File: config.mk
export PLATFORM = sky130hd
export DESIGN_NAME = io_port_bus_ctrl
export DESIGN_NICKNAME = d
export VERILOG_FILES = /design/src/rtl/io_port_bus_ctrl.sv
export SDC_FILE = /design/constraint.sdc
export NUM_CORES = 1
export LEC_CHECK = 0
export CORE_ASPECT_RATIO = 1.4
export CORE_MARGIN = 8
export CORE_UTILIZATION = 50
export CTS_BUF_LIST = sky130_fd_sc_hd__clkbuf_8 sky130_fd_sc_hd__clkbuf_16
export CTS_CLUSTER_SIZE = 10
export DETAILED_ROUTE_END_ITERATION = 10
export GPL_TIMING_DRIVEN = 0
export PLACE_DENSITY = 0.83
export SKIP_LAST_GASP = 1
export SYNTH_ARGS = -nofsm -noshare
export SYNTH_HDL_FRONTEND = slang
export SYNTH_SLANG_ARGS = --single-unit
export TNS_END_PERCENT = 5
File: constraint.sdc
create_clock -name CLK -period 3.8 [get_ports CLK]
set_input_delay 0.76 -clock CLK [delete_from_list [all_inputs] [get_ports CLK]]
set_output_delay 0.76 -clock CLK [all_outputs]
set_load 0.01 [all_outputs]
File: src/rtl/io_port_bus_ctrl.sv
`default_nettype none
// ============================================================================
//  Module   : io_port_bus_ctrl
//  Purpose  : Bus-side controller for the GPIO port block. It accepts
//             four-phase REQ/ACK transactions from the CPU and decodes a
//             4-entry register window at BASE_ADDR. It drives the single-cycle
//             load strobes for the port direction register (PDR_EN) and the
//             port data register (PORT_EN). It opens the PORT_RD window on the
//             read tri-state buffer and returns the captured pin value on
//             BUS_RDATA.
//
//  Register window (offset from BASE_ADDR):
//             +0 DIR  (R/W, bit0)   +1 DATA (R/W)
//             +2 PIN  (RO, through the PORT_RD window; writes have no effect)
//             +3 IRQ clear (only with IO_PORT_CHANGE_IRQ_EN, else unmapped)
//
//  Ports    : CLK, RST (sync, active high)
//             BUS_REQ/BUS_WE/BUS_ADDR/BUS_WDATA  -> CPU request side
//             BUS_RDATA/BUS_ACK/BUS_ERR          <- CPU response side
//             PDR_EN/PDR_DATA                    -> direction register load
//             PORT_EN/PORT_DATA                  -> data register load
//             PORT_RD/PORT_READ_DATA             <-> pin read path
//             IRQ (optional)                     -> sticky pin-change flag
//
//  Config   : `define IO_PORT_CHANGE_IRQ_EN adds the IRQ output, the
//             last-pin tracker and the IRQ-clear register at BASE_ADDR+3.
//             BASE_ADDR must be 4-aligned; READ_WAIT must lie in 0..7.
//
//  Revision : 1.0  initial release
// ============================================================================
module io_port_bus_ctrl #(
    parameter int         DATA_W    = 8,
    parameter logic [7:0] BASE_ADDR = 8'hF0,
    parameter int         READ_WAIT = 1
) (
    input  logic              CLK,
    input  logic              RST,
    input  logic              BUS_REQ,
    input  logic              BUS_WE,
    input  logic [7:0]        BUS_ADDR,
    input  logic [DATA_W-1:0] BUS_WDATA,
    output logic [DATA_W-1:0] BUS_RDATA,
    output logic              BUS_ACK,
    output logic              BUS_ERR,
    output logic              PDR_EN,
    output logic              PDR_DATA,
    output logic              PORT_EN,
    output logic [DATA_W-1:0] PORT_DATA,
    output logic              PORT_RD,
    input  logic [DATA_W-1:0] PORT_READ_DATA
`ifdef IO_PORT_CHANGE_IRQ_EN
    ,
    output logic              IRQ
`endif
);

    typedef enum logic [1:0] {
        ST_IDLE    = 2'd0,
        ST_WRITE   = 2'd1,
        ST_RD_WAIT = 2'd2,
        ST_ACK     = 2'd3
    } state_t;

    localparam logic [1:0] c_OFF_DIR   = 2'd0;
    localparam logic [1:0] c_OFF_DATA  = 2'd1;
    localparam logic [1:0] c_OFF_PIN   = 2'd2;
    localparam logic [1:0] c_OFF_IRQ   = 2'd3;
    localparam logic [2:0] c_WAIT_LOAD = 3'(READ_WAIT);
`ifdef IO_PORT_CHANGE_IRQ_EN
    localparam logic       c_IRQ_EN    = 1'b1;
`else
    localparam logic       c_IRQ_EN    = 1'b0;
`endif

    // ------------------------------------------------------------------
    // State and registered outputs
    // ------------------------------------------------------------------
    state_t            r_state,     w_state_nxt;
    logic [2:0]        r_wait_cnt,  w_wait_cnt_nxt;
    logic              r_err_pend,  w_err_pend_nxt;
    logic              r_dir,       w_dir_nxt;
    logic [DATA_W-1:0] r_data_sh,   w_data_sh_nxt;
    logic [DATA_W-1:0] r_rdata,     w_rdata_nxt;
    logic              r_ack,       w_ack_nxt;
    logic              r_err,       w_err_nxt;
    logic              r_pdr_en,    w_pdr_en_nxt;
    logic              r_pdr_data,  w_pdr_data_nxt;
    logic              r_port_en,   w_port_en_nxt;
    logic [DATA_W-1:0] r_port_data, w_port_data_nxt;
    logic              r_port_rd,   w_port_rd_nxt;
`ifdef IO_PORT_CHANGE_IRQ_EN
    logic              r_irq,       w_irq_nxt;
    logic [DATA_W-1:0] r_last_pin,  w_last_pin_nxt;
    logic              w_irq_set;
    logic              w_irq_clr;
`endif

    // Address decode works on the live bus; it only matters on the
    // request edge, which is the only time IDLE looks at it.
    logic       w_in_window;
    logic [1:0] w_off;
    logic       w_mapped;

    assign w_in_window = (BUS_ADDR[7:2] == BASE_ADDR[7:2]);
    assign w_off       = BUS_ADDR[1:0];
    assign w_mapped    = w_in_window && ((w_off != c_OFF_IRQ) || c_IRQ_EN);

    // ------------------------------------------------------------------
    // Next-state / next-output logic
    // ------------------------------------------------------------------
    always_comb begin
        w_state_nxt     = r_state;
        w_wait_cnt_nxt  = r_wait_cnt;
        w_err_pend_nxt  = r_err_pend;
        w_dir_nxt       = r_dir;
        w_data_sh_nxt   = r_data_sh;
        w_rdata_nxt     = r_rdata;
        w_ack_nxt       = r_ack;
        w_err_nxt       = r_err;
        w_pdr_en_nxt    = 1'b0;           // strobes are single-cycle by default
        w_pdr_data_nxt  = r_pdr_data;
        w_port_en_nxt   = 1'b0;
        w_port_data_nxt = r_port_data;
        w_port_rd_nxt   = r_port_rd;
`ifdef IO_PORT_CHANGE_IRQ_EN
        w_irq_set       = 1'b0;
        w_irq_clr       = 1'b0;
        w_last_pin_nxt  = r_last_pin;
`endif

        case (r_state)
            ST_IDLE: begin
                if (BUS_REQ) begin
                    w_err_pend_nxt = 1'b0;
                    if (!w_mapped) begin
                        // Unmapped: no strobes, read data untouched.
                        w_err_pend_nxt = 1'b1;
                        w_state_nxt    = ST_ACK;
                    end else if (BUS_WE) begin
                        // Strobes rise on the request edge so they are
                        // high exactly during the WRITE state.
                        w_state_nxt = ST_WRITE;
                        case (w_off)
                            c_OFF_DIR: begin
                                w_pdr_en_nxt   = 1'b1;
                                w_pdr_data_nxt = BUS_WDATA[0];
                                w_dir_nxt      = BUS_WDATA[0];
                            end
                            c_OFF_DATA: begin
                                w_port_en_nxt   = 1'b1;
                                w_port_data_nxt = BUS_WDATA;
                                w_data_sh_nxt   = BUS_WDATA;
                            end
`ifdef IO_PORT_CHANGE_IRQ_EN
                            c_OFF_IRQ: w_irq_clr = 1'b1;
`endif
                            default: ;    // PIN is read-only
                        endcase
                    end else if (w_off == c_OFF_PIN) begin
                        w_state_nxt    = ST_RD_WAIT;
                        w_port_rd_nxt  = 1'b1;
                        w_wait_cnt_nxt = c_WAIT_LOAD;
                    end else begin
                        w_state_nxt = ST_ACK;
                        case (w_off)
                            c_OFF_DIR:  w_rdata_nxt = {{(DATA_W-1){1'b0}}, r_dir};
                            c_OFF_DATA: w_rdata_nxt = r_data_sh;
`ifdef IO_PORT_CHANGE_IRQ_EN
                            c_OFF_IRQ:  w_rdata_nxt = {{(DATA_W-1){1'b0}}, r_irq};
`endif
                            default: ;
                        endcase
                    end
                end
            end

            ST_WRITE: begin
                w_state_nxt = ST_ACK;
            end

            ST_RD_WAIT: begin
                if (r_wait_cnt == 3'd0) begin
                    // Final edge of the window: capture, close, acknowledge.
                    w_rdata_nxt   = PORT_READ_DATA;
                    w_port_rd_nxt = 1'b0;
                    w_ack_nxt     = 1'b1;
                    w_state_nxt   = ST_ACK;
`ifdef IO_PORT_CHANGE_IRQ_EN
                    w_irq_set      = (PORT_READ_DATA != r_last_pin);
                    w_last_pin_nxt = PORT_READ_DATA;
`endif
                end else begin
                    w_wait_cnt_nxt = r_wait_cnt - 3'd1;
                end
            end

            ST_ACK: begin
                if (!r_ack) begin
                    // First ACK cycle after a write, shadow read or
                    // unmapped access; pin reads arrive with ACK already set.
                    // The ack is raised even if REQ already dropped, so an
                    // abandoned request still sees a one-cycle pulse.
                    w_ack_nxt = 1'b1;
                    w_err_nxt = r_err_pend;
                end else if (!BUS_REQ) begin
                    w_ack_nxt   = 1'b0;
                    w_err_nxt   = 1'b0;
                    w_state_nxt = ST_IDLE;
                end
            end

            default: begin
                w_state_nxt = ST_IDLE;
            end
        endcase

`ifdef IO_PORT_CHANGE_IRQ_EN
        // Sticky flag; a set on the same edge as a clear takes priority.
        w_irq_nxt = r_irq;
        if (w_irq_clr) begin
            w_irq_nxt = 1'b0;
        end
        if (w_irq_set) begin
            w_irq_nxt = 1'b1;
        end
`endif
    end

    // ------------------------------------------------------------------
    // Registers
    // ------------------------------------------------------------------
    always_ff @(posedge CLK) begin
        if (RST) begin
            r_state     <= ST_IDLE;
            r_wait_cnt  <= 3'd0;
            r_err_pend  <= 1'b0;
            r_dir       <= 1'b0;
            r_data_sh   <= '0;
            r_rdata     <= '0;
            r_ack       <= 1'b0;
            r_err       <= 1'b0;
            r_pdr_en    <= 1'b0;
            r_pdr_data  <= 1'b0;
            r_port_en   <= 1'b0;
            r_port_data <= '0;
            r_port_rd   <= 1'b0;
`ifdef IO_PORT_CHANGE_IRQ_EN
            r_irq       <= 1'b0;
            r_last_pin  <= '0;
`endif
        end else begin
            r_state     <= w_state_nxt;
            r_wait_cnt  <= w_wait_cnt_nxt;
            r_err_pend  <= w_err_pend_nxt;
            r_dir       <= w_dir_nxt;
            r_data_sh   <= w_data_sh_nxt;
            r_rdata     <= w_rdata_nxt;
            r_ack       <= w_ack_nxt;
            r_err       <= w_err_nxt;
            r_pdr_en    <= w_pdr_en_nxt;
            r_pdr_data  <= w_pdr_data_nxt;
            r_port_en   <= w_port_en_nxt;
            r_port_data <= w_port_data_nxt;
            r_port_rd   <= w_port_rd_nxt;
`ifdef IO_PORT_CHANGE_IRQ_EN
            r_irq       <= w_irq_nxt;
            r_last_pin  <= w_last_pin_nxt;
`endif
        end
    end

    assign BUS_RDATA = r_rdata;
    assign BUS_ACK   = r_ack;
    assign BUS_ERR   = r_err;
    assign PDR_EN    = r_pdr_en;
    assign PDR_DATA  = r_pdr_data;
    assign PORT_EN   = r_port_en;
    assign PORT_DATA = r_port_data;
    assign PORT_RD   = r_port_rd;
`ifdef IO_PORT_CHANGE_IRQ_EN
    assign IRQ       = r_irq;
`endif

endmodule
`default_nettype wire

# Word level (Yosys, flattened, before mapping)
# Cells that the tools add are included.
[classes] bitwise_logic=4 addsub=1 n_reduce_logical=16 muxes=36 n_eq_ne=18
[ops] cell="$mux W8" count=5
[ops] cell="$pmux W8 S2" count=2
[ops] cell="$ne A2 B2 Y1 const B" count=11
[ops] cell="$mux W3" count=5
[ops] cell="$mux W1" count=14
[ops] cell="$mux W2" count=6
[ops] cell="$reduce_and A6 Y1" count=2
[ops] cell="$reduce_and A5 Y1" count=2
[ops] cell="$pmux W2 S4" count=1
[ops] cell="$reduce_and A7 Y1" count=1
[ops] cell="$eq A2 B2 Y1 const B" count=3
[ops] cell="$eq A6 B6 Y1 const B" count=1
[ops] cell="$pmux W3 S2" count=1
[ops] cell="$reduce_and A2 Y1" count=3
[ops] cell="$reduce_or A5 Y1" count=1
[ops] cell="$eq A2 B1 Y1 const B" count=2
[ops] cell="$logic_not A2 Y1" count=2
[ops] cell="$not A1 Y1" count=4
[ops] cell="$pmux W1 S2" count=2
[ops] cell="$reduce_and A4 Y1" count=1
[ops] cell="$reduce_bool A2 Y1" count=2
[ops] cell="$logic_not A3 Y1" count=1
[ops] cell="$ne A3 B1 Y1 const B" count=1
[ops] cell="$sub A3 B1 Y3 const B" count=1
[ops] cell="$logic_and A1 B1 Y1" count=1
[word_totals] ff_bits=28 elab_cells=86 out_inout_bits=22

# Longest topological paths before layout
# Gate-level depths: netlist of the first run.
[depth] depth_word=7 mapped_depth=8 mapped_depth_nobuf=6

# Worst setup path after synthesis of the first run
# Ideal clock, no wire load.
[synth_path] kind="input to register" startpoint="input BUS_ADDR[2]" endpoint="register r_wait_cnt[0]" setup_time_ns=0.117 path_buffers=0 arrival_ns=1.753 stages=4 setup_slack_ns=1.930 cell_sequence="nand4b_4 -> or3_1 -> o32a_1 -> o2bb2ai_1"
[synth_via] elab_chain_cells=4
[synth_lines] item="from (decl)" line_no="40" text="input logic [7:0] BUS_ADDR,"
[synth_lines] item="$eq A6 B6 Y1" line_no="104" text="assign w_in_window = (BUS_ADDR[7:2] == BASE_ADDR[7:2]);"
[synth_lines] item="$logic_and A1 B1 Y1" line_no="106" text="assign w_mapped = w_in_window && ((w_off != c_OFF_IRQ) || c_IRQ_EN);"
[synth_lines] item="$ne A2 B2 Y1 (no line)"
[synth_lines] item="$reduce_and A6 Y1 (no line)"
[synth_lines] item="to (signal assigned)" line_no="253" text="r_wait_cnt <= w_wait_cnt_nxt;"
[synth_lines] item="to (decl)" line_no="79" text="logic [2:0] r_wait_cnt, w_wait_cnt_nxt;"
# No other way between the ends.
# A chain may end at the register's enable or synchronous reset.

# Final worst setup path of the first run
[layout_path] startpoint="input BUS_ADDR[1]" endpoint="register r_wait_cnt[2]"
[layout_via] elab_chain_cells=4 elab_cells_between_ends=6 classes_between="eq/ne: 4; reduce/logical: 2"
[layout_lines] item="$ne A2 B2 Y1" line_no="106"
[layout_lines] item="$logic_and A1 B1 Y1" line_no="106"
[layout_lines] item="$ne A2 B2 Y1 (no line)"
[layout_lines] item="$reduce_and A6 Y1 (no line) *"
# Every way passes the cells marked *; elsewhere a longest branch is shown, timed or not.

==> results of run 1 <==
## stage by stage
stage | std cells | hold WS [ns]
4_1_cts | 279 | 0.481
6_report | 279 | 0.482
2_1_floorplan | 188 | 0.479
5_1_grt | 279 | 0.498
3_3_place_gp | 275 | 0.453
3_5_place_dp | 275 | 0.467
## routing by layer
layer / up-vias / GRT usage, % / wire length, um
li1: 786 / - / -
met1: 739 / 17.7 / 1790
met2: 42 / 26.9 / 2200
met3: 8 / 2.42 / 203
met4: 0 / 5.78 / 65
met5: - / 0 / 0
## worst max-delay path, cell delays in order
cell and delay, ns:
clkdlybuf4s50_1 0.58, nor3b_1 0.52, nand4_1 0.20, o211ai_1 0.24, o22ai_1 0.11
## power groups by stage
stage	clock (mW)	sequential (mW)	combinational (mW)
after global routing	0.205	0.340	0.328
after floorplan	0	0.344	0.190
after global placement	0	0.342	0.287
final	0.188	0.337	0.297
after CTS	0.192	0.337	0.295
after detailed placement	0	0.343	0.291
## Yosys cell counts, types with 3 or more instances
library cell and number:
nand3_1 3, inv_1 8, mux2i_1 9, ha_1 5, and3_1 8, dfxtp_1 28, clkbuf_1 7, o221ai_1 7
nand2b_1 20, o211ai_1 10, or2_2 4, nor2b_1 3, a21oi_1 12, nand2_1 12, and2_1 7, buf_2 3
nor2_1 9
## cell families (layout without fill, tap and decap cells)
| kind of cell | after synthesis | after routing |
|---|---|---|
| AOI/OAI and AO/OA | 43 | 43 |
| adders and majority gates | 5 | 5 |
| buffers and inverters | 20 | 72 |
| DFF | 28 | 28 |
| muxes | 9 | 9 |
| and+or+nand+nor | 83 | 83 |
## worst max path at each step
stage	start	to	slack [ns]
CTS	BUS_REQ	PORT_DATA[5]$_SDFFE_PP0P_	1.56
floorplan	BUS_ADDR[2]	r_wait_cnt[0]$_SDFFE_PP0P_	1.93
global route	BUS_REQ	PORT_DATA[0]$_SDFFE_PP0P_	1.47
finish	BUS_ADDR[1]	r_wait_cnt[2]$_SDFFE_PP0P_	1.54
global placement	BUS_ADDR[1]	r_wait_cnt[0]$_SDFFE_PP0P_	1.29
detailed placement	BUS_ADDR[1]	r_wait_cnt[2]$_SDFFE_PP0P_	1.29
## flip-flops by register name, indices dropped and copies added (netlist names)
register and flops:
BUS_RDATA 8, PORT_DATA 8, r_wait_cnt 3, r_state 2, BUS_ACK 1, BUS_ERR 1, PDR_DATA 1, PDR_EN 1
PORT_EN 1, PORT_RD 1, r_err_pend 1
## area by class of cell
type                       count  area, sq um
buffer                        12         52.6
clock buffer                   4         55.1
fill                         246          892
inverter                       8         30.0
multi-input combinational    140         1000
sequential                    28          561
tap                           39         48.8
timing repair buffer          48          480
==> flow_summary.yaml, run 1 <==
final_layout:
  final_cell_area_sq_um: 2230
  fin_util_pct: 71.4
  drive_gt1_share_pct: 7.50
  layout_common_cells: "clkdlybuf4s50_1, dfxtp_1, nand2b_1, nand2_1, a21oi_1"
  antenna_cells: 0
  final_common_cell: "clkdlybuf4s50_1"
  nets: 274
  area_growth_pct: 35.5
job:
  max-cap-violations: 0
grt:
  grt_pass1_vias: 1570
  grt_pass1_wl_mm: 6.96
  grtUsageTotal_pct: 15.3
  overflow: 0
  antenna_found_initial: 0
  grt_max_degree: 16
clock_network:
  cts.hold.buffers_added: 0
  cts-resized-gates: 0
  cts_setup_buffers: 0
  clk_pin_slew_ns: 0.10
  cts_tree: "done"
  cts_buffer_depth: 2
  htree_levels: 1
  worst_skew_pair.late_latency_ns: 0.28
  cts-root-buf: "clkbuf_8"
  clkSinkCount: 28
  cts_buffers: 3
worst_hold_path:
  hold_path.class: "reg -> reg"
  whs_path_depth: 2
  min-delay-start: "PORT_DATA[7]$_SDFFE_PP0P_"
  worstHoldEndpoint: "PORT_DATA[7]$_SDFFE_PP0P_"
power_and_ir_drop:
  comb_power_share_pct: 36.1
  pwr-share-seq_pct: 41.0
  pwr-share-clk_pct: 22.9
  pwr_density_cell_nw_per_um2: 369
  switching_share_pct: 34.4
  p_leak_nw: 0.817
  switchingPower_mw: 0.283
  internal_power_mw: 0.540
  ir_worst_vdd_uv: 291
  total_power_mw: 0.822
setup_path:
  regToRegSetupSlack_ns: 1.97
  endpoint_kind: "flip-flop"
  worstSetupStartpointType: "primary input"
  criticalPathCategory: "in -> reg"
  required_ns: 3.95
  crit-reg2reg-capture: "PORT_DATA[5]$_SDFFE_PP0P_"
  worstPathArrival_ns: 2.41
  cp_max_fo: 6
  r2r_start: "r_state[0]$_SDFFE_PP0P_"
  worstRegToRegCells: 8
sta:
  worst_pin_slew_ns: 0.570
  layout_setup_ws_ns: 1.54
  skew_ns: 0.00320
  finalMaxSlewViolations: 0
  relSlewSlack_pct: 61.7
  layout_min_cycle_time_ns: 2.26
  fmax_mhz: 443
  tns_ns: 0
  grt_setup_unrepaired: "no"
  fin_crit_sh_pct: 59.4
  final-hold-violation-count: 0
  setup_viol: 0
yosys:
  synth_fp_nets: 221
  ys_ff_latch: 28
  synthAdderAreaFrac_pct: 3.80
  synth_compound_area_share_pct: 19.2
  syn_inst: 188
  yosysTopAreaCell: "dfxtp_1"
  avgSynthCellArea_sq_um: 8.76
  synthSimpleGateAreaFrac_pct: 32.4
  yosysSeqAreaShare_pct: 34.0
  synth_area_leaders: "dfxtp_1, nand2b_1, mux2i_1"
  ys_warn_count: 0
  synthMuxAreaShare_pct: 5.47
  ys_types: 42
  async_flop_share_pct: 0
  syn_area_sq_um: 1650
  synth_top_family_by_area: "simple AND/OR/NAND/NOR gates"
  synth_edf_count: 0
  synth_top_area_share_pct: 34.0
  synth_ff_type: "dfxtp_1"
  synthXorXnorAreaFrac_pct: 0
routing:
  drtIter0Drc: 83
  via_per_inst: 5.65
  vias: 1575
  dr.pass1.iters: 4
  drc: 0
  wirelength_mm: 4.26
  ant_nets: 0
  wl_per_cell_um: 15.3
place:
  hpwl_mm: 3.34
  port_buffers: 48
  dp_slack_ns: 1.29
  placed_area_sq_um: 2180
  gp_congestion: 0.842
status:
  status: "completed"
floorplan:
  die_area_sq_um: 5410
  core_sq_um: 3120
  die_w_um: 64.5
  rows: 24
  io_pins: 50
  fp.dieH_um: 83.9
  start_util_pct: 52.7
Power figures use the tool's default switching activity.
==> run 2, diff against run 1 <==
--- a/config.mk
+++ b/config.mk
@@ -7,12 +7,12 @@
 export LEC_CHECK = 0
 export CORE_ASPECT_RATIO = 1.4
 export CORE_MARGIN = 8
-export CORE_UTILIZATION = 50
+export CORE_UTILIZATION = 47
 export CTS_BUF_LIST = sky130_fd_sc_hd__clkbuf_8 sky130_fd_sc_hd__clkbuf_16
 export CTS_CLUSTER_SIZE = 10
 export DETAILED_ROUTE_END_ITERATION = 10
 export GPL_TIMING_DRIVEN = 0
-export PLACE_DENSITY = 0.83
+export PLACE_DENSITY = 0.79
 export SKIP_LAST_GASP = 1
 export SYNTH_ARGS = -nofsm -noshare
 export SYNTH_HDL_FRONTEND = slang
==> constraint.sdc (replaced) <==
create_clock -name CLK -period 2.2 [get_ports CLK]
set_input_delay 0.44 -clock CLK [delete_from_list [all_inputs] [get_ports CLK]]
set_output_delay 0.44 -clock CLK [all_outputs]
set_load 0.01 [all_outputs]
==> run 2 against run 1 <==
Net effect:
- clock skew grew 0.0021 ns
- critical path depth is the same
- register-to-register slack lost 1.6 ns
- sequential cell count is the same
- utilization shrank 4.9 points
- final cell count grew 0.36%
- via count shrank 0.95%
- clock-buffer cell count shrank 1
- hold slack gained 0.0087 ns
- sequential power grew 72%
- critical path type unchanged
- largest cell class unchanged
==> flow_summary.yaml, run 2 (same netlist as run 1, synthesis figures left out) <==
clock_network:
  cts_buffers: 3
  cts.hold.buffers_added: 0
  clk_pin_slew_ns: 0.10
  cts-resized-gates: 0
  worst_skew_pair.late_latency_ns: 0.28
  cts_tree: "done"
  cts_setup_buffers: 0
  clkSinkCount: 28
  htree_levels: 1
  cts_buffer_depth: 2
  cts-root-buf: "clkbuf_8"
routing:
  dr.pass1.iters: 4
  wl_per_cell_um: 15.2
  vias: 1560
  via_per_inst: 5.57
  drtIter0Drc: 60
  ant_nets: 0
  drc: 0
  wirelength_mm: 4.26
final_layout:
  nets: 274
  final_common_cell: "clkdlybuf4s50_1"
  antenna_cells: 0
  layout_common_cells: "clkdlybuf4s50_1, dfxtp_1, nand2b_1, nand2_1, a21oi_1"
  drive_gt1_share_pct: 7.50
  area_growth_pct: 36.6
setup_path:
  criticalPathCategory: "in -> reg"
  critical-path-max-stage-delay_ns: 0.58
  path_buf_inv: 1
  crit_slowest_cell: "clkdlybuf4s50_1"
  worstSetupStartpointType: "primary input"
  endpoint_kind: "flip-flop"
  critical_path.cell_chain: "clkdlybuf4s50_1, nor3b_1, nand2_1, o32a_1, o2bb2ai_1"
  cp_top_family: "simple AND/OR/NAND/NOR gates"
  worstPathArrival_ns: 2.12
  required_ns: 2.38
  cp_max_fo: 6
sta:
  fin_crit_sh_pct: 87.9
  worst_pin_slew_ns: 0.581
  finalMaxSlewViolations: 0
  grt_setup_unrepaired: "no"
  skew_ns: 0.00534
  fmax_mhz: 517
  layout_min_cycle_time_ns: 1.93
  setup_viol: 0
  final-hold-violation-count: 0
  tns_ns: 0
  relSlewSlack_pct: 61.0
floorplan:
  io_pins: 50
  core_sq_um: 3380
  fp.dieH_um: 86.0
  die_w_um: 66.0
  rows: 25
  die_area_sq_um: 5680
  start_util_pct: 48.7
power_and_ir_drop:
  ir_worst_vdd_uv: 484
  p_leak_nw: 0.824
  total_power_mw: 1.50
  pwr_density_cell_nw_per_um2: 669
job:
  max-cap-violations: 0
place:
  port_buffers: 48
  hpwl_mm: 3.33
  gp_congestion: 0.812
grt:
  overflow: 0
  grt_max_degree: 17
  antenna_found_initial: 0
  grt_pass1_wl_mm: 6.93
  grt_pass1_vias: 1544
  grtUsageTotal_pct: 15.0
status:
  status: "completed"
worst_hold_path:
  hold_path.class: "reg -> reg"
==> run 2: layout make-up <==
class                      instances  area [sq um]
buffer                            12          52.6
clock buffer                       3          41.3
clock inverter                     1          30.0
fill                             289          1130
inverter                           8          30.0
multi-input combinational        140          1000
sequential                        28           561
tap                               40          50.0
timing repair buffer              48           480
==> run 2: worst min-delay path, cell delays in order (launching register included) <==
cell and delay, ns:
dfxtp_1 0.34, nand2_1 0.06, mux2i_1 0.05
==> run 2: metal layers <==
layer / vias up / routed length [um] / GRT usage [%]
met5: - / 0 / 0
met4: 0 / 66 / 7.02
met3: 5 / 190 / 2.48
met2: 34 / 2150 / 25.6
met1: 735 / 1850 / 17.6
li1: 786 / - / -
==> run 2: worst paths after layout <==
kind	endpoint	from	cells after the start	slack [ns]
hold reg to reg	PORT_DATA[7]$_SDFFE_PP0P_	PORT_DATA[7]$_SDFFE_PP0P_	2	0.49
setup / recovery	r_wait_cnt[0]$_SDFFE_PP0P_	BUS_ADDR[1]	5	0.27
setup reg to reg	PORT_DATA[1]$_SDFFE_PP0P_	r_state[0]$_SDFFE_PP0P_	8	0.41
hold / removal	PORT_DATA[7]$_SDFFE_PP0P_	PORT_DATA[7]$_SDFFE_PP0P_	2	0.49
==> run 2: power breakdown <==
part | total [mW] | internal (mW) | leakage, nW | switching, mW
registers | 0.580 | 0.547 | 0.227 | 0.0331
logic | 0.505 | 0.224 | 0.561 | 0.281
clock network | 0.418 | 0.244 | 0.0357 | 0.174
==> run 2: per-stage QoR <==
stage | setup WS, ns | util (%) | hold WS [ns] | instances | instance area, sq um
floorplan | 0.630 | - | 0.479 | 188 | 1650
global placement | 0.0119 | 64.4 | 0.454 | 276 | 2180
detailed placement | 0.0118 | 64.4 | 0.466 | 276 | 2180
CTS | 0.284 | 66.6 | 0.485 | 280 | 2250
global route | 0.163 | 66.6 | 0.514 | 280 | 2250
finish | 0.266 | 66.6 | 0.490 | 280 | 2250
